<file path="src/rtl/mesh_wormhole_out_arbiter.sv">
// mesh_wormhole_out_arbiter
//   Per-output-port switch allocator for a 2D-mesh wormhole XY NoC node. A matrix
//   arbiter picks one of IN_N inputs presenting a HEAD flit. The grant is then locked
//   until that packet's TAIL flit has been accepted downstream. The winner's flits are
//   muxed onto the output channel with valid/ready flow control.
//
// Optional feature: define MESH_ARB_BACK2BACK_EN to re-arbitrate on the TAIL transfer
//   cycle, so the next packet is granted without an idle bubble.
//
// Ports
//   clk_i       clock, rising edge
//   rst_ni      asynchronous active-low reset
//   in_data_i   input flits, port k at [k*CHANNEL_W +: CHANNEL_W]
//   in_vld_i    per-input flit valid
//   in_rdy_o    per-input ready (only the granted port can be ready)
//   out_data_o  flit to the downstream channel, 0 when nothing is granted
//   out_vld_o   output valid
//   out_rdy_i   downstream ready
//   grant_o     registered one-hot grant, all zero when idle
//   busy_o      high while a packet holds the lock
//   pkt_cnt_o   count of transferred TAIL flits, wraps
//   err_o       one-cycle pulse: HEAD or NULL flit seen from the locked port
module mesh_wormhole_out_arbiter #(
  parameter int unsigned IN_N      = 5,
  parameter int unsigned CHANNEL_W = 8,
  parameter int unsigned FLIT_ID_W = 2,
  parameter int unsigned CNT_W     = 8
) (
  input  logic                      clk_i,
  input  logic                      rst_ni,
  input  logic [IN_N*CHANNEL_W-1:0] in_data_i,
  input  logic [IN_N-1:0]           in_vld_i,
  output logic [IN_N-1:0]           in_rdy_o,
  output logic [CHANNEL_W-1:0]      out_data_o,
  output logic                      out_vld_o,
  input  logic                      out_rdy_i,
  output logic [IN_N-1:0]           grant_o,
  output logic                      busy_o,
  output logic [CNT_W-1:0]          pkt_cnt_o,
  output logic                      err_o
);

  localparam logic [FLIT_ID_W-1:0] IdNull = FLIT_ID_W'(0);
  localparam logic [FLIT_ID_W-1:0] IdHead = FLIT_ID_W'(1);
  localparam logic [FLIT_ID_W-1:0] IdTail = FLIT_ID_W'(3);

  typedef enum logic [0:0] {StIdle, StLocked} state_e;

  state_e                     state_q;
  logic [IN_N-1:0]            grant_q;
  logic                       busy_q;
  logic [CNT_W-1:0]           cnt_q;
  logic                       err_q;
  // prio_q[i][j] = 1 means input i beats input j; diagonal is don't-care.
  logic [IN_N-1:0][IN_N-1:0]  prio_q;
  logic [IN_N-1:0][IN_N-1:0]  prio_upd;

  logic [IN_N-1:0]            head_req;
  logic [IN_N-1:0]            win_idle;
  logic [FLIT_ID_W-1:0]       out_id;
  logic                       xfer;
  logic                       tail_xfer;
  logic                       err_det;

  // k wins if it requests and no other requester has priority over it.
  function automatic logic [IN_N-1:0] matrix_win(input logic [IN_N-1:0]           req,
                                                 input logic [IN_N-1:0][IN_N-1:0] p);
    logic [IN_N-1:0] win;
    for (int k = 0; k < IN_N; k++) begin
      win[k] = req[k];
      for (int j = 0; j < IN_N; j++) begin
        if (j != k && req[j] && p[j][k]) win[k] = 1'b0;
      end
    end
    return win;
  endfunction

  always_comb begin
    head_req   = '0;
    out_data_o = '0;
    for (int k = 0; k < IN_N; k++) begin
      head_req[k] = in_vld_i[k] &&
                    (in_data_i[k*CHANNEL_W + CHANNEL_W - FLIT_ID_W +: FLIT_ID_W] == IdHead);
      // Grant is one-hot or zero, so OR-ing masked flits is a plain mux.
      if (grant_q[k]) out_data_o = out_data_o | in_data_i[k*CHANNEL_W +: CHANNEL_W];
    end
  end

  assign out_id    = out_data_o[CHANNEL_W-1 -: FLIT_ID_W];
  assign out_vld_o = |(in_vld_i & grant_q);
  assign in_rdy_o  = grant_q & {IN_N{out_rdy_i}};
  assign xfer      = out_vld_o & out_rdy_i;
  assign tail_xfer = xfer && (out_id == IdTail);
  assign err_det   = (state_q == StLocked) && out_vld_o &&
                     ((out_id == IdHead) || (out_id == IdNull));

  // Matrix after the granted port finishes: it drops to lowest priority.
  always_comb begin
    prio_upd = prio_q;
    for (int i = 0; i < IN_N; i++) begin
      for (int j = 0; j < IN_N; j++) begin
        if (grant_q[i])      prio_upd[i][j] = 1'b0;
        else if (grant_q[j]) prio_upd[i][j] = 1'b1;
      end
    end
  end

  assign win_idle = matrix_win(head_req, prio_q);

`ifdef MESH_ARB_BACK2BACK_EN
  logic [IN_N-1:0] win_b2b;
  assign win_b2b = matrix_win(head_req & ~grant_q, prio_upd);
`endif

  always_ff @(posedge clk_i or negedge rst_ni) begin
    if (!rst_ni) begin
      state_q <= StIdle;
      grant_q <= '0;
      busy_q  <= 1'b0;
      cnt_q   <= '0;
      err_q   <= 1'b0;
      for (int i = 0; i < IN_N; i++) begin
        for (int j = 0; j < IN_N; j++) begin
          prio_q[i][j] <= (i < j);
        end
      end
    end else begin
      err_q <= err_det;
      case (state_q)
        StIdle: begin
          if (|head_req) begin
            grant_q <= win_idle;
            busy_q  <= 1'b1;
            state_q <= StLocked;
          end
        end
        StLocked: begin
          if (tail_xfer) begin
            cnt_q  <= cnt_q + CNT_W'(1);
            prio_q <= prio_upd;
`ifdef MESH_ARB_BACK2BACK_EN
            if (|win_b2b) begin
              grant_q <= win_b2b;
            end else begin
              grant_q <= '0;
              busy_q  <= 1'b0;
              state_q <= StIdle;
            end
`else
            grant_q <= '0;
            busy_q  <= 1'b0;
            state_q <= StIdle;
`endif
          end
        end
        default: begin
          grant_q <= '0;
          busy_q  <= 1'b0;
          state_q <= StIdle;
        end
      endcase
    end
  end

  assign grant_o   = grant_q;
  assign busy_o    = busy_q;
  assign pkt_cnt_o = cnt_q;
  assign err_o     = err_q;

endmodule

</file>
<file path="config.mk">
export PLATFORM = sky130hd
export DESIGN_NAME = mesh_wormhole_out_arbiter
export DESIGN_NICKNAME = d
export VERILOG_FILES = /design/src/rtl/mesh_wormhole_out_arbiter.sv
export SDC_FILE = /design/constraint.sdc
export NUM_CORES = 1
export LEC_CHECK = 0
export BUFFER_PORTS_ARGS = -buffer_cell sky130_fd_sc_hd__clkbuf_2
export CELL_PAD_IN_SITES_DETAIL_PLACEMENT = 1
export CELL_PAD_IN_SITES_GLOBAL_PLACEMENT = 1
export CORE_MARGIN = 4
export CORE_UTILIZATION = 38
export CTS_CLUSTER_DIAMETER = 60
export DETAILED_ROUTE_END_ITERATION = 10
export PLACE_DENSITY_LB_ADDON = 0.25
export SYNTH_ARGS = -nofsm -noshare
export SYNTH_HDL_FRONTEND = slang
export SYNTH_SLANG_ARGS = --single-unit
</file>
<file path="constraint.sdc">
create_clock -name clk_i -period 3.5 [get_ports clk_i]
set_input_delay 0.175 -clock clk_i [delete_from_list [all_inputs] [get_ports clk_i]]
set_output_delay 0.175 -clock clk_i [all_outputs]
set_load 0.05 [all_outputs]
</file>
==> flow_summary.toml <==
[critical_path]
cp-end-kind = "flip-flop"
crit_path_start_kind = "flip-flop"
critPathKind = "reg -> reg"
cp_slowest_stage_delay_ns = 0.66
crit_path_cell_trace = "a222oi_1, a21oi_1, and4_4, nand2_1, o21a_1"
required_ns = 3.68
cpMaxStageDelayCell = "dfrtp_1"
cp_max_fo = 21
critical_path_buf_inv_count = 0
crit_arrival_ns = 2.18
reg2reg_slack_ns = 1.49
cp_top_family = "flip-flops"

[cells_and_area]
utilization_pct = 51.17
drive_gt1_share_pct = 43.40
final_cell_mix = "clkbuf_2, dfrtp_1, o21a_1"
syn2layout_area_growth_pct = 27.35
final_common_cell = "clkbuf_2"
final_cell_area_um2 = 2290
final_nets = 283
antenna_cells = 0

[sta]
drv_slew = 0
fin_skew_ns = 0.008170
postLayoutSetupSlackWorst_ns = 1.491
period_needed_ns = 2.009
fmax_mhz = 497.8
rsz0062_at_grt = "false"
relSlewSlack_pct = 39.91
finalSetupViolCount = 0
hold_ws_ns = -0.006184
worstMarginPinSlew_ns = 0.9013
tns_ns = 0
fin_crit_sh_pct = 57.40
hold_violations = 3

[logic_synthesis]
synth_cells = 162
yosys.cell_types.count = 34
postSynth.asyncResetShare_pct = 100.0
yosysTopAreaCell = "dfrtp_1"
yosys.area.top_type_share_pct = 36.19
synth_edf_count = 0
synth_area_per_cell_um2 = 11.10
ys_ff_latch = 36
yosys_warnings = 0
synthTopCellsByArea = "dfrtp_1, dfstp_2, o21a_1, a222oi_1, a22oi_1"
synth_ff_type = "dfrtp_1"
ys_seq_area_share_pct = 50.80
synth_area_um2 = 1798
synth_fp_nets = 211

[run_status]
violations = "hold timing"
outcome = "finished with violations"

[route]
drtPass1Iterations = 5
drt_iter0_markers = 202
routed_wl_um = 5707
routedWlPerCell_um = 19.89
ant_nets = 0
vias = 1687
drc_errors = 0
vias_per_cell = 5.878

[grt]
grt_usage_pct = 19.84
grt_antenna_before_repair = 0
grt_max_degree = 37
grt_pass1_vias = 1797
grt_pass1_wl_um = 9301
grt-ovfl-total = 0

[clock_network]
htreeDepth = 2
cts_setup_buffers = 0
cts_hold_buf = 0
cts_tree = "yes"
ctsResizeCount = 0
clkTransAtPathRegs_ns = 0.08
numCtsBuffers = 5
clock_path_buffers = 2
cts_root_buffer = "clkbuf_8"
cts.sinks = 36
clock_latency_ns = 0.29

[die]
fp.dieArea_um2 = 5896
die_w_um = 76.79
coreArea_um2 = 4474
initial_utilization_pct = 40.18
die_y_um = 76.79
io_pins = 77
num_rows = 24

[place]
place_area_um2 = 2193
preCtsSetupSlack_ns = 1.511
hpwl_um = 4349
port_buffers = 76
gp_congestion = 0.7875

[flow_run]
max_cap_violations = 0

[min_path]
hp-class = "in -> async"

[power]
p_per_area_nw_per_um2 = 350.8
vdd_ir_drop_max_v = 0.0002105
cellLeakagePower_nw = 1.163
per-stage QoR:
stage | power [mW] | std cells | hold slack [ns]
floorplan | 0.4552 | 162 | -0.1206
global placement | 0.4988 | 279 | 0.3429
detailed placement | 0.4993 | 279 | 0.3422
CTS | 0.8134 | 287 | 0.03539
global route | 0.8427 | 287 | 0.07119
finish | 0.8033 | 287 | -0.006184
synthesized netlist by cell type (all sizes together) (3+ instances only):
cell	n
and2	12
o21a	20
xnor2	6
a22o	3
a22oi	9
buf	3
a222oi	12
and3b	5
nand4	5
clkbuf	8
nand2	18
dfrtp	26
dfstp	10
a32o	4
cells by family after synthesis:
group | synth area share (%)
multiplexers | 0.6263
adder cells (fa/ha/maj) | 0.6958
AND/OR/NAND/NOR | 16.07
flip-flops | 50.80
AO/OA/AOI/OAI | 25.19
XOR/XNOR | 3.410
buffers and inverters | 3.201
per-layer routing:
metal,vias up,GRT usage [%],part of all wire [%]
met1,853,25.07,42
met5,-,0,0
li1,769,-,-
met2,61,34.15,52
met4,0,3.804,0.65
met3,4,5.269,5.4
flip-flops by register name (all words and copies together), names as in the netlist:
name       flops
busy_o         1
pkt_cnt_o      8
grant_o        5
state_q        1
prio_q        20
err_o          1
power by group:
group	switching (mW)	total (mW)	internal [mW]
logic	0.0441	0.0710	0.0270
clock network	0.151	0.312	0.161
registers	0.00288	0.420	0.417
total	0.198	0.803	0.605
worst paths after layout:
path | startpoint | endpoint | cells after the start
setup / recovery | grant_o[3] | prio_q[22] | 5
hold / removal | rst_ni | prio_q[20] | 1
setup reg to reg | grant_o[3] | prio_q[22] | 5
hold reg to reg | pkt_cnt_o[7] | pkt_cnt_o[7] | 1
max in group asynchronous | rst_ni | pkt_cnt_o[7] | 1
min in group clk_i | in_data_i[7] | err_o | 4
layout make-up:
| type | instances | area [µm²] |
|---|---|---|
| clock buffer | 6 | 82.58 |
| clock inverter | 2 | 13.76 |
| fill | 535 | 2185 |
| inverter | 2 | 7.507 |
| multi-input combinational | 113 | 827.0 |
| sequential | 36 | 913.4 |
| tap | 52 | 65.06 |
| timing repair buffer | 76 | 380.4 |
(Power assumes the default switching activity.)
